`config.mk`:
```
export PLATFORM = sky130hd
export DESIGN_NAME = sound_scheduler_flat
export DESIGN_NICKNAME = d
export VERILOG_FILES = /design/src/rtl/sound_scheduler_if.sv /design/src/rtl/sound_scheduler.sv /design/src/flat_wrapper.sv
export SDC_FILE = /design/constraint.sdc
export NUM_CORES = 1
export LEC_CHECK = 0
export ABC_AREA = 1
export ABC_CLOCK_PERIOD_IN_PS = 1400
export CAP_MARGIN = 20
export CORE_MARGIN = 4
export CORE_UTILIZATION = 50
export DETAILED_ROUTE_END_ITERATION = 8
export HOLD_SLACK_MARGIN = 0.15
export PLACE_DENSITY = 0.75
export RECOVER_POWER = 100
export SLEW_MARGIN = 5
export SYNTH_ARGS = -nofsm -noshare
export SYNTH_HDL_FRONTEND = slang
export SYNTH_SLANG_ARGS = --single-unit
export TNS_END_PERCENT = 20
```
`constraint.sdc`:
```
create_clock -name pixelClock -period 1.4 [get_ports pixelClock]
set_input_delay 0.42 -clock pixelClock [delete_from_list [all_inputs] [get_ports pixelClock]]
set_output_delay 0.42 -clock pixelClock [all_outputs]
set_load 0.1 [all_outputs]
```
`src/rtl/sound_scheduler_if.sv`:
```
`default_nettype none
// ---------------------------------------------------------------------------
// sound_scheduler_if : frame tick, event requests and speaker status bundle
// Revision 1.0 - initial release
// ---------------------------------------------------------------------------
interface sound_scheduler_if #(
   parameter int NUM_SOURCES = 6
) ();
   localparam int SRC_W = $clog2(NUM_SOURCES);

   logic                   vSyncStart;
   logic [NUM_SOURCES-1:0] request;
   logic                   mute;
   logic                   speaker;
   logic                   busy;
   logic [SRC_W-1:0]       activeSource;
   logic [NUM_SOURCES-1:0] pending;

   modport master (
      output vSyncStart, request, mute,
      input  speaker, busy, activeSource, pending
   );

   modport slave (
      input  vSyncStart, request, mute,
      output speaker, busy, activeSource, pending
   );
endinterface
`default_nettype wire

```
`src/rtl/sound_scheduler.sv`:
```
`default_nettype none
// ---------------------------------------------------------------------------
// sound_scheduler : fixed-priority sharing of one speaker between collision events
// Revision 1.0 - initial release
// ---------------------------------------------------------------------------
module sound_scheduler #(
   parameter int                                 NUM_SOURCES  = 6,
   parameter int                                 HP_WIDTH     = 16,
   parameter logic [NUM_SOURCES*HP_WIDTH-1:0]    HALF_PERIODS = {6{16'd28608}},
   parameter int                                 DUR_WIDTH    = 4,
   parameter logic [NUM_SOURCES*DUR_WIDTH-1:0]   DURATIONS    = {6{4'd6}},
   parameter int                                 GAP_FRAMES   = 2
) (
   input  logic              pixelClock,
   input  logic              reset,
   sound_scheduler_if.slave  bus
);
   localparam int SRC_W    = $clog2(NUM_SOURCES);
   localparam int GAP_W    = (GAP_FRAMES > 1) ? $clog2(GAP_FRAMES) : 1;
   localparam int GAP_LAST = (GAP_FRAMES > 0) ? GAP_FRAMES - 1 : 0;

   localparam logic [1:0] S_IDLE = 2'd0;
   localparam logic [1:0] S_PLAY = 2'd1;
   localparam logic [1:0] S_GAP  = 2'd2;

   logic [1:0]             state;
   logic [1:0]             state_next;
   logic [SRC_W-1:0]       active_src;
   logic [SRC_W-1:0]       winner;
   logic [HP_WIDTH-1:0]    tone_cnt;
   logic [DUR_WIDTH-1:0]   frames;
   logic [GAP_W-1:0]       gap_cnt;
   logic                   speaker_reg;
   logic [NUM_SOURCES-1:0] pending_reg;
   logic [NUM_SOURCES-1:0] pending_next;
   logic [NUM_SOURCES-1:0] merge_mask;
   logic [NUM_SOURCES-1:0] grant_mask;
   logic [HP_WIDTH-1:0]    hp_limit [NUM_SOURCES];
   logic [DUR_WIDTH-1:0]   dur_load [NUM_SOURCES];
   logic                   grant;
   logic                   tone_end;
   logic                   gap_end;
   logic                   tone_wrap;
   logic                   busy_w;

   // Zero half-periods and zero durations behave as one.
   generate
      for (genvar i = 0; i < NUM_SOURCES; i++) begin : g_src
         localparam logic [HP_WIDTH-1:0]  HP  = HALF_PERIODS[i*HP_WIDTH +: HP_WIDTH];
         localparam logic [DUR_WIDTH-1:0] DUR = DURATIONS[i*DUR_WIDTH +: DUR_WIDTH];
         assign hp_limit[i] = (HP == '0) ? '0 : HP - HP_WIDTH'(1);
         assign dur_load[i] = (DUR == '0) ? DUR_WIDTH'(1) : DUR;
      end
   endgenerate

   always_comb begin
      winner = '0;
      for (int i = NUM_SOURCES - 1; i >= 0; i--) begin
         if (pending_reg[i]) winner = SRC_W'(i);
      end
   end

   always_ff @(posedge pixelClock or posedge reset) begin
      if (reset) state <= S_IDLE;
      else       state <= state_next;
   end

   always_comb begin
      state_next = state;
      case (state)
         S_IDLE:  if (|pending_reg) state_next = S_PLAY;
         S_PLAY:  if (tone_end) state_next = (GAP_FRAMES == 0) ? S_IDLE : S_GAP;
         S_GAP:   if (gap_end) state_next = S_IDLE;
         default: state_next = S_IDLE;
      endcase
   end

   always_comb begin
      grant     = (state == S_IDLE) && (|pending_reg);
      tone_end  = (state == S_PLAY) && bus.vSyncStart && (frames == DUR_WIDTH'(1));
      gap_end   = (state == S_GAP) && bus.vSyncStart && (gap_cnt == GAP_W'(GAP_LAST));
      tone_wrap = (state == S_PLAY) && (tone_cnt == hp_limit[active_src]);
      busy_w    = (state != S_IDLE);
   end

   // Repeat events for the tone already sounding merge into it; a request on
   // the grant edge re-arms the granted bit.
   always_comb begin
      merge_mask   = (state == S_PLAY) ? (NUM_SOURCES'(1) << active_src) : '0;
      grant_mask   = grant ? (NUM_SOURCES'(1) << winner) : '0;
      pending_next = (pending_reg & ~grant_mask) | (bus.request & ~merge_mask);
   end

   always_ff @(posedge pixelClock or posedge reset) begin
      if (reset) begin
         pending_reg <= '0;
         active_src  <= '0;
         tone_cnt    <= '0;
         frames      <= '0;
         gap_cnt     <= '0;
         speaker_reg <= 1'b0;
      end else begin
         pending_reg <= pending_next;
         case (state)
            S_IDLE: begin
               if (grant) begin
                  active_src  <= winner;
                  tone_cnt    <= '0;
                  speaker_reg <= 1'b0;
                  frames      <= dur_load[winner];
               end
            end
            S_PLAY: begin
               if (tone_end) begin
                  speaker_reg <= 1'b0;
                  tone_cnt    <= '0;
                  frames      <= '0;
                  gap_cnt     <= '0;
               end else begin
                  if (tone_wrap) begin
                     tone_cnt    <= '0;
                     speaker_reg <= ~speaker_reg;
                  end else begin
                     tone_cnt <= tone_cnt + HP_WIDTH'(1);
                  end
                  if (bus.vSyncStart) frames <= frames - DUR_WIDTH'(1);
               end
            end
            S_GAP: begin
               speaker_reg <= 1'b0;
               if (bus.vSyncStart) gap_cnt <= gap_cnt + GAP_W'(1);
            end
            default: ;
         endcase
      end
   end

   assign bus.speaker      = speaker_reg & ~bus.mute;
   assign bus.busy         = busy_w;
   assign bus.activeSource = active_src;
   assign bus.pending      = pending_reg;

endmodule
`default_nettype wire
```
`src/flat_wrapper.sv`:
```
// flat-port wrapper written by rule: the top's interface ports become plain ports
module sound_scheduler_flat 
#(
   parameter int                                 NUM_SOURCES  = 6,
   parameter int                                 HP_WIDTH     = 16,
   parameter logic [NUM_SOURCES*HP_WIDTH-1:0]    HALF_PERIODS = {6{16'd28608}},
   parameter int                                 DUR_WIDTH    = 4,
   parameter logic [NUM_SOURCES*DUR_WIDTH-1:0]   DURATIONS    = {6{4'd6}},
   parameter int                                 GAP_FRAMES   = 2
)
  (pixelClock, reset, bus_vSyncStart, bus_request, bus_mute, bus_speaker, bus_busy, bus_activeSource, bus_pending);
  sound_scheduler_if #(.NUM_SOURCES(NUM_SOURCES)) bus_i ();
  input  logic pixelClock;
  input  logic reset;
  input wire logic [$bits(bus_i.vSyncStart)-1:0] bus_vSyncStart;
  input wire logic [$bits(bus_i.request)-1:0] bus_request;
  input wire logic [$bits(bus_i.mute)-1:0] bus_mute;
  output wire logic [$bits(bus_i.speaker)-1:0] bus_speaker;
  output wire logic [$bits(bus_i.busy)-1:0] bus_busy;
  output wire logic [$bits(bus_i.activeSource)-1:0] bus_activeSource;
  output wire logic [$bits(bus_i.pending)-1:0] bus_pending;
  assign bus_i.vSyncStart = bus_vSyncStart;
  assign bus_i.request = bus_request;
  assign bus_i.mute = bus_mute;
  assign bus_speaker = bus_i.speaker;
  assign bus_busy = bus_i.busy;
  assign bus_activeSource = bus_i.activeSource;
  assign bus_pending = bus_i.pending;
  sound_scheduler #(.NUM_SOURCES(NUM_SOURCES), .HP_WIDTH(HP_WIDTH), .HALF_PERIODS(HALF_PERIODS), .DUR_WIDTH(DUR_WIDTH), .DURATIONS(DURATIONS), .GAP_FRAMES(GAP_FRAMES)) u_core (.pixelClock(pixelClock), .reset(reset), .bus(bus_i));
endmodule
```
==> results.cfg, run 1 <==
[critical_path]
crit_type = flop to primary output
worst_path_max_delay_cell = dfrtp_2
reg2reg_from = u_core.state[1]$_DFFE_PP0P_
start_kind = flop
reg2reg_setup_slack_ps = -150
cp-startpoint = u_core.state[0]$_DFFE_PP0P_
crit_path_max_fanout = 3
slowest_delay_ps = 420
path_cells = nor2_4, buf_6, inv_4, buf_12
crit_path_end_kind = primary output
cp.required_ps = 980
cp.arrival_ps = 1160

[cells_and_area]
fin_util_pct = 79.0
final_common_cell = nand2_1
layout_common_cells = 65 x nand2_1, 30 x inv_1, 29 x buf_4, 25 x nor2_1, 25 x dfrtp_1
fillers = 221
drive_gt1_share_pct = 35.3
antenna_cells = 0
fin_nets = 341
syn_to_final_growth_pct = 52.6
largest_reg_flops = 16

[yosys]
async_flop_share_pct = 100
yosys.area.top_type_share_pct = 43.6
yosys.area.top_type = dfrtp_1
synthCells = 261
synth.avg_cell_area_um2 = 7.26
synth_edf_count = 0
ys_ff_latch = 33
synth_cell_types = 27
ys_warn_count = 0
yosys-top-cells-area = dfrtp_1 44%, nand2_1 15%, inv_1 7.5%
synth_nets = 274
yosysSeqAreaShare_pct = 43.6
syn_area_um2 = 1900
synthFlopType = dfrtp_1

[clock_tree]
cts_max_level = 2
clockBufferDepth = 2
numClockSinks = 33
cts_made_buffers = 5
path_clk_slew_ps = 70
clk_latency_ps = 290
cts_root_buf = clkbuf_8
cts_tree = built

[pwr]
power_frac_seq_pct = 27.2
finalPower_mw = 5.18
swShare_pct = 46.5
p_per_area_nw_per_um2 = 1790
p_sw_mw = 2.41
pwr-share-clk_pct = 14.8
power_frac_comb_pct = 58.0
p_int_mw = 2.77
vdd_drop_max_uv = 1140
p_leak_nw = 1.39

[global_route]
grt_pass1_wl_um = 8760
overflow = 0
grt.total_usage_pct = 22.6
grt_max_degree = 34
antenna_found_initial = 0
grt_pass1_vias = 1938

[placement]
io_buffers = 20
hpwl_um = 3410
place_congestion = 0.921

[die]
dieArea_um2 = 4840
die-width_um = 69.6
fp.dieH_um = 69.6
num_rows = 22
ios = 21
initial_core_util_pct = 51.8
core_area_um2 = 3660

[route]
drt_wl_total_um = 6090
drt-wirelength-per-cell_um = 16.2
vias_per_cell = 5.64
ant_nets = 0
drc_errors = 0
dr_total_vias = 2125
first_pass_iters = 5
drtIter0Drc = 354

[timing]
finalCritPeriodShare_pct = 113
setup_slack_ps = -175
setup_viol = 32
fin_skew_ps = 6.67
max_freq_ghz = 0.635
worstMarginPinSlew_ps = 858
finalHoldViolCount = 0
rsz0062_at_grt = yes
slew-limit-headroom_pct = 42.8
fin_crit_ps = 1580
slew_viol_final = 0

[min_path]
min_from = u_core.gap_cnt$_DFFE_PP0P_
hp-class = flop to flop

[outcome]
status = complete, but fails checks
violations = negative setup slack

[run]
maxCapViolCount = 0
[cells in the mapped netlist (all sizes together), types with 3 or more instances]
cell	count
ha	3
xor2	4
nand4	7
o21ai	25
nor3	5
inv	40
a21oi	3
dfrtp	33
nand3	15
nor2	37
nand2	80
[power by group through the flow]
stage	clock network [mW]	logic, mW	registers [mW]
2_1_floorplan	0	1.20	1.70
3_3_place_gp	0	2.31	1.39
3_5_place_dp	0	2.35	1.40
4_1_cts	0.768	2.61	1.39
5_1_grt	0.822	3.19	1.44
6_report	0.767	3.00	1.41
[repair_timing]
action                                  CTS  global route
endpoints found under the setup margin   27            40
hold buffers                              0             0
buffers inserted                          7             3
pin swaps                                12             7
cloned                                    1             0
gates resized for setup                  27            36
[final cells by class]
cell class / instances / area, um^2 / area share (%)
flip-flops and latches: 33 / 851 / 29.4
well taps: 48 / 60.1 / 2.08
inverters: 40 / 160 / 5.54
multi-input cells: 187 / 1080 / 37.4
repair buffers: 61 / 647 / 22.4
clock buffers: 7 / 86.3 / 2.98
clock inverters: 1 / 7.51 / 0.260
[cell families (layout without fill, tap and decap cells)]
family / after synthesis / in the layout / synth area share [%]
compound gates: 33 / 33 / 9.44
xor+xnor: 4 / 4 / 1.85
fa+ha+maj: 3 / 3 / 1.98
buf+inv: 42 / 109 / 9.04
flops: 33 / 33 / 43.6
simple gates: 146 / 147 / 34.1
[metrics by stage]
step                      cells  hold WS, ps  setup TNS, ps  setup WS, ps  cell area (um^2)
after floorplan             261          453          -1590          -156              1970
after global placement      358          466          -5890          -315              2570
after detailed placement    358          482          -6490          -360              2570
after CTS                   374          489          -1270          -193              2810
after global routing        377          520          -5500          -210              2890
final                       377          499          -2710          -175              2890
[worst max-delay path: cells and delay by family, from the launching register on]
kind          cells  cell delay [ps]
flops             1              420
buf+inv           3              300
simple gates      1              150
[final timing paths]
| path | to | depth (start not counted) |
|---|---|---|
| worst min-delay path | u_core.gap_cnt$_DFFE_PP0P_ | 1 |
| worst min register to register | u_core.gap_cnt$_DFFE_PP0P_ | 1 |
| max in group asynchronous | u_core.bus.pending[3]$_DFF_PP0_ | 3 |
| worst max register to register | u_core.speaker_reg$_DFFE_PP0P_ | 11 |
| worst max-delay path | bus_busy | 4 |
| min in group asynchronous | u_core.tone_cnt[14]$_DFFE_PP0P_ | 3 |
[routing by layer]
metal | share of wire, % | global-route usage, % | wire length, um
met1 | 39 | 28.6 | 2370
met2 | 47 | 35.8 | 2880
met4 | 5.7 | 11.3 | 349
met5 | 0 | 0 | 0
met3 | 8.0 | 5.80 | 490
Power figures use the tool's default switching activity.
==> inputs of run 2 (changes only) <==
--- a/config.mk
+++ b/config.mk
@@ -9,12 +9,13 @@
 export ABC_CLOCK_PERIOD_IN_PS = 1400
 export CAP_MARGIN = 20
 export CORE_MARGIN = 4
-export CORE_UTILIZATION = 50
+export CORE_UTILIZATION = 52
+export CTS_BUF_LIST = sky130_fd_sc_hd__clkbuf_8
 export DETAILED_ROUTE_END_ITERATION = 8
 export HOLD_SLACK_MARGIN = 0.15
-export PLACE_DENSITY = 0.75
+export PLACE_DENSITY = 0.77
 export RECOVER_POWER = 100
-export SLEW_MARGIN = 5
+export SLEW_MARGIN = 30
 export SYNTH_ARGS = -nofsm -noshare
 export SYNTH_HDL_FRONTEND = slang
 export SYNTH_SLANG_ARGS = --single-unit
==> run 2 against run 1 <==
The flow still finishes with violations (negative setup slack). Clock power grew 22%. Critical path depth is the same. First-iteration DRC count shrank 21%. Register-to-register slack lost 30 ps. Utilization grew 5.3 points. Global-route usage grew 4.7 points. Critical path type unchanged. Critical endpoint unchanged. Highest routed layer unchanged.
==> results.cfg, run 2 (synthesis gave the netlist of run 1 again) <==
[outcome]
status = complete, but fails checks
violations = negative setup slack

[pwr]
p_per_area_nw_per_um2 = 1820
p_int_mw = 2.88
vdd_drop_max_uv = 1480
p_sw_mw = 2.37
power_frac_seq_pct = 26.7
p_leak_nw = 1.38
swShare_pct = 45.1
finalPower_mw = 5.26
power_frac_comb_pct = 55.5
pwr-share-clk_pct = 17.8

[timing]
slew-limit-headroom_pct = 44.5
rsz0062_at_grt = yes
setup_viol = 34
finalHoldViolCount = 0
max_freq_ghz = 0.624
fin_skew_ps = 8.31
fin_crit_ps = 1600
slew_viol_final = 0
finalCritPeriodShare_pct = 115
worstMarginPinSlew_ps = 833
setup_tns_ps = -3700
setup_slack_ps = -203

[critical_path]
cp.arrival_ps = 1180
worstRegToRegCells = 7
worst_r2r_endpoint = u_core.tone_cnt[6]$_DFFE_PP0P_
cp.required_ps = 980
endpoint = bus_busy
crit_path_end_kind = primary output
start_kind = flop
reg2reg_from = u_core.tone_cnt[8]$_DFFE_PP0P_
reg2reg_setup_slack_ps = -180
cp-startpoint = u_core.state[0]$_DFFE_PP0P_
crit_type = flop to primary output
crit_path_max_fanout = 2

[cells_and_area]
fin_area_um2 = 2880
largest_reg_flops = 16
fin_util_pct = 84.3
antenna_cells = 0
syn_to_final_growth_pct = 51.9
fin_nets = 339
fin_cells = 373
final_common_cell = nand2_1
layout_common_cells = 66 x nand2_1, 32 x inv_1, 29 x nor2_1, 26 x buf_4, 25 x dfrtp_1
drive_gt1_share_pct = 32.7

[clock_tree]
path_clk_slew_ps = 70
numClockSinks = 33
cts_made_buffers = 5
clk_latency_ps = 300
cts_tree = built
cts_root_buf = clkbuf_8
cts_max_level = 2
clockBufferDepth = 2

[route]
drc_errors = 0
first_pass_iters = 7
wl_met3_um = 489
dr_total_vias = 2149
met1_length_um = 2500
drt_wl_total_um = 6160
routed.top_layer = met4
drtIter0Drc = 280
vias_per_cell = 5.76
ant_nets = 0
met2_length_um = 2880
drt-wirelength-per-cell_um = 16.5

[placement]
hpwl_um = 3550
io_buffers = 20
dp.cells = 358
place_congestion = 0.877
placed_area_um2 = 2590

[min_path]
hp-class = flop to flop
hold_path_depth = 1

[die]
die-width_um = 68.4
initial_core_util_pct = 55.5
core_area_um2 = 3420
num_rows = 21
fp.dieH_um = 68.4
dieArea_um2 = 4680
ios = 21

[global_route]
grt_pass1_vias = 2001
grt.total_usage_pct = 27.3
antenna_found_initial = 0
grt_pass1_wl_um = 9320
grt_max_degree = 34
overflow = 0

[run]
maxCapViolCount = 0
-- run 2: cell types whose count changed in the layout (fill, tap and decap cells not counted), sizes merged --
cell,delta
clkbuf,-1
inv,+1
buf,-3
bufinv,+1
nand3,+1
clkinvlp,-1
-- run 2: per-stage QoR --
stage / worst slack [ps] / hold WS (ps)
after detailed placement: -365 / 494
after global routing: -239 / 559
after CTS: -159 / 470
after global placement: -318 / 467
final: -203 / 502
after floorplan: -156 / 453
-- run 2: worst min-delay path by stage --
stage                                                 end                            from
after floorplan            u_core.speaker_reg$_DFFE_PP0P_  u_core.speaker_reg$_DFFE_PP0P_
after global placement     u_core.speaker_reg$_DFFE_PP0P_  u_core.speaker_reg$_DFFE_PP0P_
after detailed placement   u_core.speaker_reg$_DFFE_PP0P_  u_core.speaker_reg$_DFFE_PP0P_
after CTS                 u_core.tone_cnt[10]$_DFFE_PP0P_                           reset
after global routing           u_core.gap_cnt$_DFFE_PP0P_      u_core.gap_cnt$_DFFE_PP0P_
final                          u_core.gap_cnt$_DFFE_PP0P_      u_core.gap_cnt$_DFFE_PP0P_
-- run 2: what timing repair did --
item / in CTS / in global routing
hold buffers: 0 / 0
gates cloned: 2 / 0
setup endpoints to repair: 27 / 40
buffers inserted: 4 / 1
pin swaps: 10 / 8
resized for setup: 24 / 25
-- run 2: cell type report --
| class | count | area (um^2) |
|---|---|---|
| fill | 175 | 536 |
| inverter | 40 | 158 |
| clock inverter | 2 | 33.8 |
| multi-input combinational | 188 | 1060 |
| tap | 46 | 57.6 |
| sequential | 33 | 851 |
| clock buffer | 6 | 82.6 |
| timing repair buffer | 58 | 642 |
-- run 2: worst max-delay path, stage by stage, from the launching register on --
cell and delay (ps):
dfrtp_2 430, nor2_4 150, buf_6 120, inv_4 40
buf_12 150
-- run 2: power by group through the flow --
stage | combinational, mW | clock (mW) | sequential [mW]
floorplan | 1.20 | 0 | 1.70
finish | 2.92 | 0.936 | 1.40
global route | 3.12 | 0.977 | 1.43
global placement | 2.34 | 0 | 1.39
CTS | 2.68 | 0.943 | 1.38
detailed placement | 2.41 | 0 | 1.40
-- run 2: layer usage --
| layer | up-vias | GRT usage [%] |
|---|---|---|
| li1 | 964 | - |
| met1 | 1019 | 34.1 |
| met2 | 128 | 43.7 |
| met3 | 38 | 8.05 |
| met4 | 0 | 11.9 |
| met5 | - | 0 |
